==> src/rtl/univ_shift_reg.sv <==
// Universal shift register: load, push, rotate and arithmetic shift,
// with a shift counter, empty flag and full-rotation pulse.
module univ_shift_reg #(
  parameter int              WIDTH     = 4,
  parameter logic [WIDTH-1:0] RESET_VAL = '0
) (
  input  logic                       CLK,
  input  logic                       RST,
  input  logic                       ENB,
  input  logic [2:0]                 MODO,
  input  logic                       DIR,
  input  logic [WIDTH-1:0]           D,
  input  logic                       S_IN,
  output logic [WIDTH-1:0]           Q,
  output logic                       S_OUT,
  output logic [$clog2(WIDTH+1)-1:0] CNT,
  output logic                       EMPTY,
  output logic                       WRAP
);

  localparam int CW = $clog2(WIDTH+1);

  localparam logic [2:0] OP_HOLD  = 3'b000;
  localparam logic [2:0] OP_LOAD  = 3'b001;
  localparam logic [2:0] OP_PUSH  = 3'b010;
  localparam logic [2:0] OP_CYCLE = 3'b011;
  localparam logic [2:0] OP_ARITH = 3'b100;

  localparam logic [CW-1:0] CNT_FULL = CW'(WIDTH);
  localparam logic [CW-1:0] CNT_LAST = CW'(WIDTH-1);

  logic fill_r;

  // Right shifts fill from S_IN, except ARITH which replicates the sign bit.
  assign fill_r = (MODO == OP_ARITH) ? Q[WIDTH-1] : S_IN;

  always_ff @(posedge CLK or posedge RST) begin
    if (RST) begin
      Q     <= RESET_VAL;
      S_OUT <= 1'b0;
      CNT   <= CNT_FULL;
      EMPTY <= 1'b1;
      WRAP  <= 1'b0;
    end else begin
      WRAP <= 1'b0;
      if (ENB) begin
        case (MODO)
          OP_LOAD: begin
            Q     <= D;
            S_OUT <= 1'b0;
            CNT   <= '0;
            EMPTY <= 1'b0;
          end
          OP_PUSH, OP_ARITH: begin
            if (!DIR) begin
              Q     <= {Q[WIDTH-2:0], S_IN};
              S_OUT <= Q[WIDTH-1];
            end else begin
              Q     <= {fill_r, Q[WIDTH-1:1]};
              S_OUT <= Q[0];
            end
            if (CNT != CNT_FULL) CNT <= CNT + 1'b1;
            EMPTY <= (CNT >= CNT_LAST);
          end
          OP_CYCLE: begin
            if (!DIR) begin
              Q     <= {Q[WIDTH-2:0], Q[WIDTH-1]};
              S_OUT <= Q[WIDTH-1];
            end else begin
              Q     <= {Q[0], Q[WIDTH-1:1]};
              S_OUT <= Q[0];
            end
            // A drained register keeps rotating but no longer counts.
            if (CNT != CNT_FULL) begin
              if (CNT == CNT_LAST) begin
                CNT  <= '0;
                WRAP <= 1'b1;
              end else begin
                CNT <= CNT + 1'b1;
              end
            end
          end
          default: ;
        endcase
      end
    end
  end

endmodule
==> config.mk <==
export PLATFORM = sky130hd
export DESIGN_NAME = univ_shift_reg
export DESIGN_NICKNAME = d
export VERILOG_FILES = /design/src/rtl/univ_shift_reg.sv
export SDC_FILE = /design/constraint.sdc
export NUM_CORES = 1
export LEC_CHECK = 0
export ABC_AREA = 1
export CAP_MARGIN = 20
export CORE_ASPECT_RATIO = 0.75
export CORE_MARGIN = 4
export CORE_UTILIZATION = 30
export DETAILED_ROUTE_END_ITERATION = 7
export GPL_ROUTABILITY_DRIVEN = 0
export PLACE_DENSITY_LB_ADDON = 0.05
export SLEW_MARGIN = 15
export SYNTH_ARGS = -nofsm -noshare
export SYNTH_HDL_FRONTEND = slang
export SYNTH_SLANG_ARGS = --single-unit
==> constraint.sdc <==
create_clock -name CLK -period 2.27 [get_ports CLK]
set_input_delay 0.454 -clock CLK [delete_from_list [all_inputs] [get_ports CLK]]
set_output_delay 0.454 -clock CLK [all_outputs]
set_load 0.01 [all_outputs]
==> metrics.md, run 1 <==
| Metric | Value |
|---|---|
| Worst Reg2Reg Path Length in Cells | 7 |
| Reg2reg setup slack | 960 ps |
| Crit path kind | reg2out |
| Post-CTS Hold Fix Bufs | 0 |
| Die W | 67.66 um |
| DRC Markers | 0 |
| Post-Syn Area | 800.8 um^2 |
| Worst path bufs/invs | 1 |
| PostCTS Resize Cnt | 0 |
| Mapped Nets | 128 |
| Min Tclk post-route | 1840 ps |
| Reg-to-Reg End | CNT[2]$_DFFE_PP1P_ |
| IO Pins | 22 |
| Die Area | 0.003568 mm^2 |
| Max Root-Sink Buffers | 2 |
| Sink Count | 10 |
| HPWL after detailed placement | 1.483 mm |
| Vias in the first global route | 664 |
| Global-route wire length before repair | 3.111 mm |
| Drt first pass iters | 4 |
| Final Cycle Share | 0.8108 |
| Flop pwr share | 0.371 |
| Achievable Freq | 543.4 MHz |
| Element type at the critical path end | primary output |
| Share of power burned in the clock network | 0.268 |
| Htree depth | 1 |
| Vias per cell | 4.497 |
| Worst skew pair latency | 270 ps |
| Reg clk slew, reported paths | ~80 ps |
| Layout cells sized above 1 | 0.1387 |
| Core Area | 0.002421 mm^2 |
| Final Max Tran Viols | 0 |
| Status | finished clean |
| Slew Limit Headroom | 0.7214 |
| Initial antenna violation count | 0 |
| Critical path fanouts, max | 5 |
| Ant. Diodes | 0 |
| Max cap viols | 0 |
| Seq/Total Area, Yosys | 0.3156 |
| CTS tree | done |
| Initial Util | 0.3307 |
| Yosys cell types | 22 |
| Post-CTS setup buffers | 0 |
| Pin count of the biggest net entering global routing | 11 |
| Total grt overflow | 0 |
| I/O Buffers | 21 |
| WL final | 1.930 mm |
| Non-Filler Instances | between 150 and 200 |
| Global Route Usage Sum | 0.1204 |
| Worst Clk Skew | 6.452 ps |
| R2R Path Start | CNT[0]$_DFFE_PP0P_ |
| Arrival time at the worst endpoint | 1390 ps |
| Via count | 769 |
| # rows | 15 |
| Leak pwr | around 0.55 nW |
| Critical Path RT | 1820 ps |
| Synth Instances | 112 |
| Worst-path cell chain | clkdlybuf4s50_1 |
| Inst Count DP | 167 |
| Cell-internal power | roughly 0.42 mW |
| Final TNS setup | 0 ps |
| Slew @ Worst Pin | 417.4 ps |
| VDD IR max | approximately 0.29 mV |
| PD cells | between 500 and 600 mW/mm^2 |
| Yosys reg bits | 10 |
| Worst setup SP type | register |
| CP peak stage delay | 570 ps |
| Ys Warns | 0 |
| Unrepaired setup endpoints after global routing | false |
| Final hold vios | 0 |
| CTS root buffer | clkbuf_4 |
| NetSw | 0.2143 mW |
| Family with the most delay on the worst path | flip-flops |
| Cts bufs inserted | 3 |
| Die H | roughly 53 um |
| Fillers | 249 |
| Routed wire per std cell | around 11 um |
| DR iter-0 viols | 49 |
| CP max stage cell | dfstp_2 |
| HP Class | in2async |
| Final setup violation count | 0 |
| Antenna-violating nets left | 0 |
| Switch share | 0.3388 |
| Nets | 154 |
| Pwr Total | about 0.63 mW |
| Synth-to-Final Area Change | 36.09% |
| Avg Cell Area, Syn | 7.150 um^2 |
| Combinational power share | 0.361 |
-- cells in the final DEF, fill, tap and decap left out, drive strengths merged --
master,netlist,routed
dfrtp,8,8
o21ai,4,4
ha,4,4
or2,1,1
dfstp,2,2
inv,14,14
clkbuf,0,4
nand3b,3,3
nand3,13,13
o211ai,1,1
nor3,1,1
nand2,46,46
clkdlybuf4s50,0,21
a21oi,3,3
nor2,12,12
-- layout make-up --
cell class / instances / area [um^2] / area share
multi-input cells: 88 / 490.5 / 0.4501
flip-flops and latches: 10 / 252.7 / 0.2319
repair buffers: 21 / 210.2 / 0.1929
inverters: 14 / 57.56 / 0.05281
well taps: 34 / 42.54 / 0.03904
clock buffers: 4 / 36.28 / 0.03329
-- cell families after synthesis --
kind of cell | count (synthesis) | share of synthesized area
buf+inv | 14 | 0.07187
flops | 10 | 0.3156
simple gates | 76 | 0.4969
compound gates | 8 | 0.05312
fa+ha+maj | 4 | 0.06250
-- power groups by stage --
stage | Sequential (mW) | Clock, mW | Combinational, mW
3_5_place_dp | 0.239 | 0 | 0.230
3_3_place_gp | 0.239 | 0 | 0.230
6_report | 0.235 | 0.170 | 0.228
2_1_floorplan | 0.246 | 0 | 0.113
4_1_cts | 0.236 | 0.179 | 0.231
5_1_grt | 0.240 | 0.193 | 0.253
-- synth_stat cells --
master,count,area share
dfstp_2,2,0.066
nand2_8,1,0.025
or2_1,1,0.0078
a21oi_1,3,0.019
nand2_2,3,0.023
nor2_2,1,0.0078
inv_6,1,0.011
o21ai_1,4,0.025
inv_2,1,0.0047
nand3b_4,1,0.025
nand2_1,39,0.18
nand3b_1,2,0.019
ha_1,4,0.063
inv_1,12,0.056
nor2_1,10,0.047
nor2_4,1,0.014
nand3_4,1,0.022
nand2_4,3,0.042
nor3_1,1,0.0062
o211ai_1,1,0.0094
nand3_1,12,0.075
dfrtp_1,8,0.25
-- flip-flops by register name, summed over array words and instances, names as in the netlist --
name,flops
Q,4
CNT,3
EMPTY,1
S_OUT,1
WRAP,1
-- routing by layer --
metal	share of wire	GRT usage	up-vias
met5	0	0	-
met4	0.010	0.03704	0
met3	0.088	0.05150	4
met2	0.40	0.1696	23
met1	0.51	0.1630	338
li1	-	-	404
-- metrics by stage --
step           utilization  instance area, um^2  setup slack [ps]  hold slack (ps)
2_1_floorplan            -                800.8              1048            292.7
3_3_place_gp        0.4351                 1054             450.6            471.8
3_5_place_dp        0.4351                 1054             427.4            481.0
4_1_cts             0.4501                 1090             407.2            484.5
5_1_grt             0.4501                 1090             356.7            513.6
6_report            0.4501                 1090             429.6            466.6
-- how the worst max path moves through the flow --
stage	from	to	cells past startpoint	slack, ps
global placement	MODO[1]	CNT[0]$_DFFE_PP0P_	9	450
floorplan	CNT[0]$_DFFE_PP0P_	CNT[0]$_DFFE_PP0P_	7	1050
detailed placement	MODO[1]	CNT[1]$_DFFE_PP0P_	9	430
global route	CNT[2]$_DFFE_PP1P_	CNT[2]	1	360
CTS	CNT[2]$_DFFE_PP1P_	CNT[2]	1	410
finish	CNT[2]$_DFFE_PP1P_	CNT[2]	1	430
No activity file was read; power rests on OpenSTA's default activity.
==> inputs of run 2 (changes only) <==
==> constraint.sdc (replaced) <==
create_clock -name CLK -period 1.49 [get_ports CLK]
set_input_delay 0.298 -clock CLK [delete_from_list [all_inputs] [get_ports CLK]]
set_output_delay 0.298 -clock CLK [all_outputs]
set_load 0.01 [all_outputs]
==> run 2 against run 1 <==
Effect of this change: routed wire length increased by 8.2%; global-route usage grew 1.3 points; clock power increased by 54%; critical path depth unchanged; critical path type unchanged; highest routed layer unchanged.
==> metrics.md, run 2 (synthesized netlist as in run 1, its figures left out) <==
| Metric | Value |
|---|---|
| Status | finished clean |
| Final hold vios | 0 |
| CP peak stage delay | 580 ps |
| Max Root-Sink Buffers | 2 |
| Worst skew pair latency | 270 ps |
| Critical Path RT | ~1200 ps |
| Reg2reg setup slack | 110 ps |
| WL final | about 2.1 mm |
| Critical path fanouts, max | 5 |
| Min Tclk post-route | 1428 ps |
| Final WS setup | 61.71 ps |
| Global-route wire length before repair | approximately 3.6 mm |
| Unrepaired setup endpoints after global routing | false |
| Combinational power share | 0.401 |
| Nets | 164 |
| I/O Buffers | 21 |
| Largest regs | Q: 4 flops, CNT: 3 flops |
| Element type at the critical path end | primary output |
| Layout cells sized above 1 | 0.2041 |
| Final setup violation count | 0 |
| DR iter-0 viols | 36 |
| Synth-to-Final Area Change | 47.19% |
| R2R Path Start | CNT[0]$_DFFE_PP0P_ |
| Max Used Layer | met4 |
| Die Area | around 0.0036 mm^2 |
| PD cells | approximately 850 mW/mm^2 |
| Cell-internal power | between 0.6 and 0.7 mW |
| Core Area | 0.002421 mm^2 |
| Flop pwr share | 0.339 |
| Vias per cell | roughly 4.5 |
| CTS root buffer | clkbuf_4 |
| CTS tree | done |
| Ant. Diodes | 0 |
| Vias in the first global route | 796 |
| Arrival time at the worst endpoint | 1130 ps |
| Metal1 wirelength | between 1 and 1.5 mm |
| Die H | 52.75 um |
| Routed wire per std cell | around 12 um |
| Initial Util | 0.3307 |
| DRC Markers | 0 |
| Most common cell after layout, fill and taps aside | nand2_1 |
| Final Max Tran Viols | 0 |
| Pin count of the biggest net entering global routing | 11 |
| Htree depth | 1 |
| Slew @ Worst Pin | approximately 420 ps |
| DP Worst Slack | -209.7 ps |
| # rows | 15 |
| VDD IR max | 0.4014 mV |
| Antenna-violating nets left | 0 |
| Via count | 817 |
| Share of power burned in the clock network | 0.260 |
| Drt first pass iters | 4 |
| Worst-path cell chain | dlygate4sd2_1 |
| NetSw | ~0.34 mW |
| HPWL after detailed placement | 1.573 mm |
| Slew Limit Headroom | 0.7183 |
| Hold slack | 316.1 ps |
| Leading cell types in the layout, fill and taps excluded | nand2_1 (39), nand3_1 (12), inv_1 (11), clkdlybuf4s50_1 (11) |
| Worst path bufs/invs | 1 |
| Achievable Freq | 700.1 MHz |
| Die W | 67.66 um |
| Largest register FFs | 4 |
| Family with the most delay on the worst path | flip-flops |
| HP Class | in2async |
| Leak pwr | 0.7046 nW |
| Crit path kind | reg2out |
| Total grt overflow | 0 |
| Cts bufs inserted | 3 |
| Global Route Usage Sum | 0.1338 |
| IO Pins | 22 |
| Worst Setup SP | CNT[2]$_DFFE_PP1P_ |
| Reg clk slew, reported paths | roughly 80 ps |
| CP max stage cell | dfstp_2 |
| Reg with most FFs | Q |
| Initial antenna violation count | 0 |
| Max cap viols | 0 |
| Worst setup SP type | register |
| Switch share | 0.3392 |
| Final Cycle Share | 0.9586 |
| Met2 routed WL | 918 um |
| Sink Count | 10 |
| Worst Clk Skew | 2.773 ps |
| WL met3 | ~120 um |
| Final TNS setup | 0 ps |
==> run 2: repair_timing <==
action                                  CTS  global route
hold endpoints to repair                  0             0
hold buffers                              0             0
endpoints found under the setup margin    7             7
setup buffers                             5             0
gates resized for setup                   3             8
==> run 2: path summary, 6_finish.rpt <==
kind / to / cells after the start
max reg2reg: CNT[0]$_DFFE_PP0P_ / 8
min in group CLK: EMPTY$_DFFE_PP1P_ / 2
min reg2reg: EMPTY$_DFFE_PP1P_ / 2
max in group asynchronous: EMPTY$_DFFE_PP1P_ / 2
min: Q[1]$_DFFE_PP0P_ / 2
max: CNT[2] / 1
==> run 2: power groups by stage <==
stage | registers (mW) | clock network, mW | logic, mW
finish | 0.339 | 0.261 | 0.402
global route | 0.347 | 0.283 | 0.449
CTS | 0.343 | 0.268 | 0.411
detailed placement | 0.366 | 0 | 0.360
global placement | 0.363 | 0 | 0.361
floorplan | 0.375 | 0 | 0.171
==> run 2: stage by stage <==
stage / power [mW] / cell area [um^2] / instances / utilization
4_1_cts: 1.023 / 1161 / 181 / 0.4796
2_1_floorplan: 0.5466 / 800.8 / 112 / -
3_5_place_dp: 0.7258 / 1091 / 172 / 0.4506
5_1_grt: 1.078 / 1179 / 181 / 0.4868
6_report: 1.002 / 1179 / 181 / 0.4868
3_3_place_gp: 0.7240 / 1091 / 172 / 0.4506
==> run 2: area by class of cell <==
| cell class | count | area, um^2 |
|---|---|---|
| flip-flops and latches | 10 | 252.7 |
| clock buffers | 4 | 36.28 |
| multi-input cells | 88 | 490.5 |
| well taps | 34 | 42.54 |
| repair buffers | 31 | 299.0 |
| inverters | 14 | 57.56 |
| fillers | 241 | 1242 |
==> run 2: metal layers <==
metal	vias to the layer above	track usage
li1	424	-
met1	374	0.1793
met2	17	0.2052
met3	2	0.05150
met4	0	0.02020
met5	-	0
==> inputs of run 3 (changes only) <==
--- a/config.mk
+++ b/config.mk
@@ -10,8 +10,10 @@
 export CORE_ASPECT_RATIO = 0.75
 export CORE_MARGIN = 4
 export CORE_UTILIZATION = 30
+export CTS_BUF_LIST = sky130_fd_sc_hd__clkbuf_4 sky130_fd_sc_hd__clkbuf_8
 export DETAILED_ROUTE_END_ITERATION = 7
 export GPL_ROUTABILITY_DRIVEN = 0
+export GPL_TIMING_DRIVEN = 0
 export PLACE_DENSITY_LB_ADDON = 0.05
 export SLEW_MARGIN = 15
 export SYNTH_ARGS = -nofsm -noshare
==> run 3 against run 2 <==
Effect of this change: cell count down 3.9%; via count decreased by 3.1%; critical endpoint unchanged; core utilization fell by 2.5 points; critical path depth unchanged; setup slack gained 13 ps.
==> metrics.md, run 3 (synthesized netlist as in run 1, its figures left out) <==
| Metric | Value |
|---|---|
| I/O Buffers | 21 |
| Critical Path RT | approximately 1200 ps |
| Met2 routed WL | 858 um |
| Antenna-violating nets left | 0 |
| HP Class | in2async |
| Die H | 52.75 um |
| Reg clk slew, reported paths | 80 ps |
| Crit path kind | reg2out |
| Final WS setup | 74.64 ps |
| Die Area | 0.003568 mm^2 |
| Worst skew pair latency | 270 ps |
| Worst path bufs/invs | 1 |
| Final hold vios | 0 |
| Hold slack | 312.2 ps |
| CP peak stage delay | 580 ps |
| # rows | 15 |
| Unrepaired setup endpoints after global routing | false |
| Most common cell after layout, fill and taps aside | nand2_1 |
| Worst Reg2Reg Path Length in Cells | 8 |
| Nets | 157 |
| Family with the most delay on the worst path | flip-flops |
| Inst Count DP | 167 |
| Drt first pass iters | 4 |
| Cts bufs inserted | 3 |
| Worst-path cell chain | dlygate4sd2_1 |
| Die W | between 60 and 70 um |
| Global Route Usage Sum | 0.1300 |
| CTS tree | done |
| Area after DPL | between 0.001 and 0.0015 mm^2 |
| Post-CTS Hold Fix Bufs | 0 |
| Non-Filler Instances | between 150 and 200 |
| Max Root-Sink Buffers | 2 |
| WL met3 | 145 um |
| HPWL after detailed placement | 1.503 mm |
| DP Worst Slack | -209.3 ps |
| Final setup violation count | 0 |
| Largest register FFs | 4 |
| DRC Markers | 0 |
| Final Cycle Share | 0.9499 |
| Max Used Layer | met4 |
| Metal1 wirelength | 939 um |
| PD cells | 860.3 mW/mm^2 |
| Worst Clk Skew | approximately 5.2 ps |
| Reg with most FFs | Q |
| Sink Count | 10 |
| Final Max Tran Viols | 0 |
| Global-route wire length before repair | 3.408 mm |
| WL final | 1.958 mm |
| R2R Path Start | CNT[0]$_DFFE_PP0P_ |
| Max cap viols | 0 |
| IO Pins | 22 |
| Total grt overflow | 0 |
| Reg-to-Reg End | CNT[2]$_DFFE_PP1P_ |
| Initial Util | 0.3307 |
| Core Area | 0.002421 mm^2 |
| Achievable Freq | 706.5 MHz |
| Pin count of the biggest net entering global routing | 11 |
| Slew @ Worst Pin | 407.2 ps |
| Reg2reg setup slack | 110 ps |
| Initial antenna violation count | 0 |
| Worst setup SP type | register |
| Arrival time at the worst endpoint | 1120 ps |
| Layout cells sized above 1 | 0.1643 |
| Status | finished clean |
| Leading cell types in the layout, fill and taps excluded | nand2_1 (39), nand3_1 (12), inv_1 (11) |
| Leak pwr | 0.6467 nW |
| Vias per cell | about 4.6 |
| Htree depth | 1 |
| VDD IR max | 0.3985 mV |
| Ant. Diodes | 0 |
| Element type at the critical path end | primary output |
| Slew Limit Headroom | 0.7282 |
| Final instance area | 0.001117 mm^2 |
| Critical path fanouts, max | 5 |
| DR iter-0 viols | 57 |
| CTS root buffer | clkbuf_4 |
| Synth-to-Final Area Change | 39.53% |
| Via count | 792 |
| Largest regs | Q: 4 flops, CNT: 3 flops |
| Pwr Total | 0.9612 mW |
| Vias in the first global route | 760 |
| CP max stage cell | dfstp_2 |
| Routed wire per std cell | 11.25 um |
| Min Tclk post-route | 1415 ps |
[run 3: cell count changes in the layout (fill, tap and decap cells not counted), sizes merged]
cell,previous run,this run
buf,10,3
dlymetal6s2s,7,5
clkdlybuf4s50,11,10
dlygate4sd2,3,6
[run 3: worst max path at each step]
stage                                  start            endpoint  slack [ps]  cells past startpoint
after global placement               MODO[1]  CNT[0]$_DFFE_PP0P_        -190                      8
after detailed placement             MODO[1]  CNT[0]$_DFFE_PP0P_        -210                      9
after global routing      CNT[0]$_DFFE_PP0P_  CNT[1]$_DFFE_PP0P_          20                      8
after floorplan           CNT[0]$_DFFE_PP0P_  CNT[0]$_DFFE_PP0P_         270                      7
final                     CNT[2]$_DFFE_PP1P_              CNT[2]          70                      1
after CTS                   Q[2]$_DFFE_PP0P_                Q[2]          20                      1
[run 3: power breakdown]
group	internal, mW	switching [mW]
Combinational	0.169	0.191
Clock	0.148	0.108
Sequential	0.317	0.0281
[run 3: metal layers]
layer  vias up  global-route usage
met4         0             0.03030
met1       352              0.1622
met3         2             0.04936
met2        23              0.2100
li1        415                   -
met5         -                   0
[run 3: repair_timing]
item,CTS,global route
setup buffers,3,0
gates resized for setup,6,6
endpoints found under the setup margin,8,6
[run 3: through the flow]
step | util | setup TNS [ps]
after detailed placement | 0.4351 | -1539
after global routing | 0.4615 | 0
after global placement | 0.4351 | -1397
after floorplan | - | 0
final | 0.4615 | 0
after CTS | 0.4563 | 0
[run 3: layout make-up]
cell class	count	area (um^2)
Fill cell	249	1304
Multi-Input combinational cell	88	490.5
Sequential cell	10	252.7
Timing Repair Buffer	24	237.7
Inverter	14	57.56
Tap cell	34	42.54
Clock buffer	4	36.28
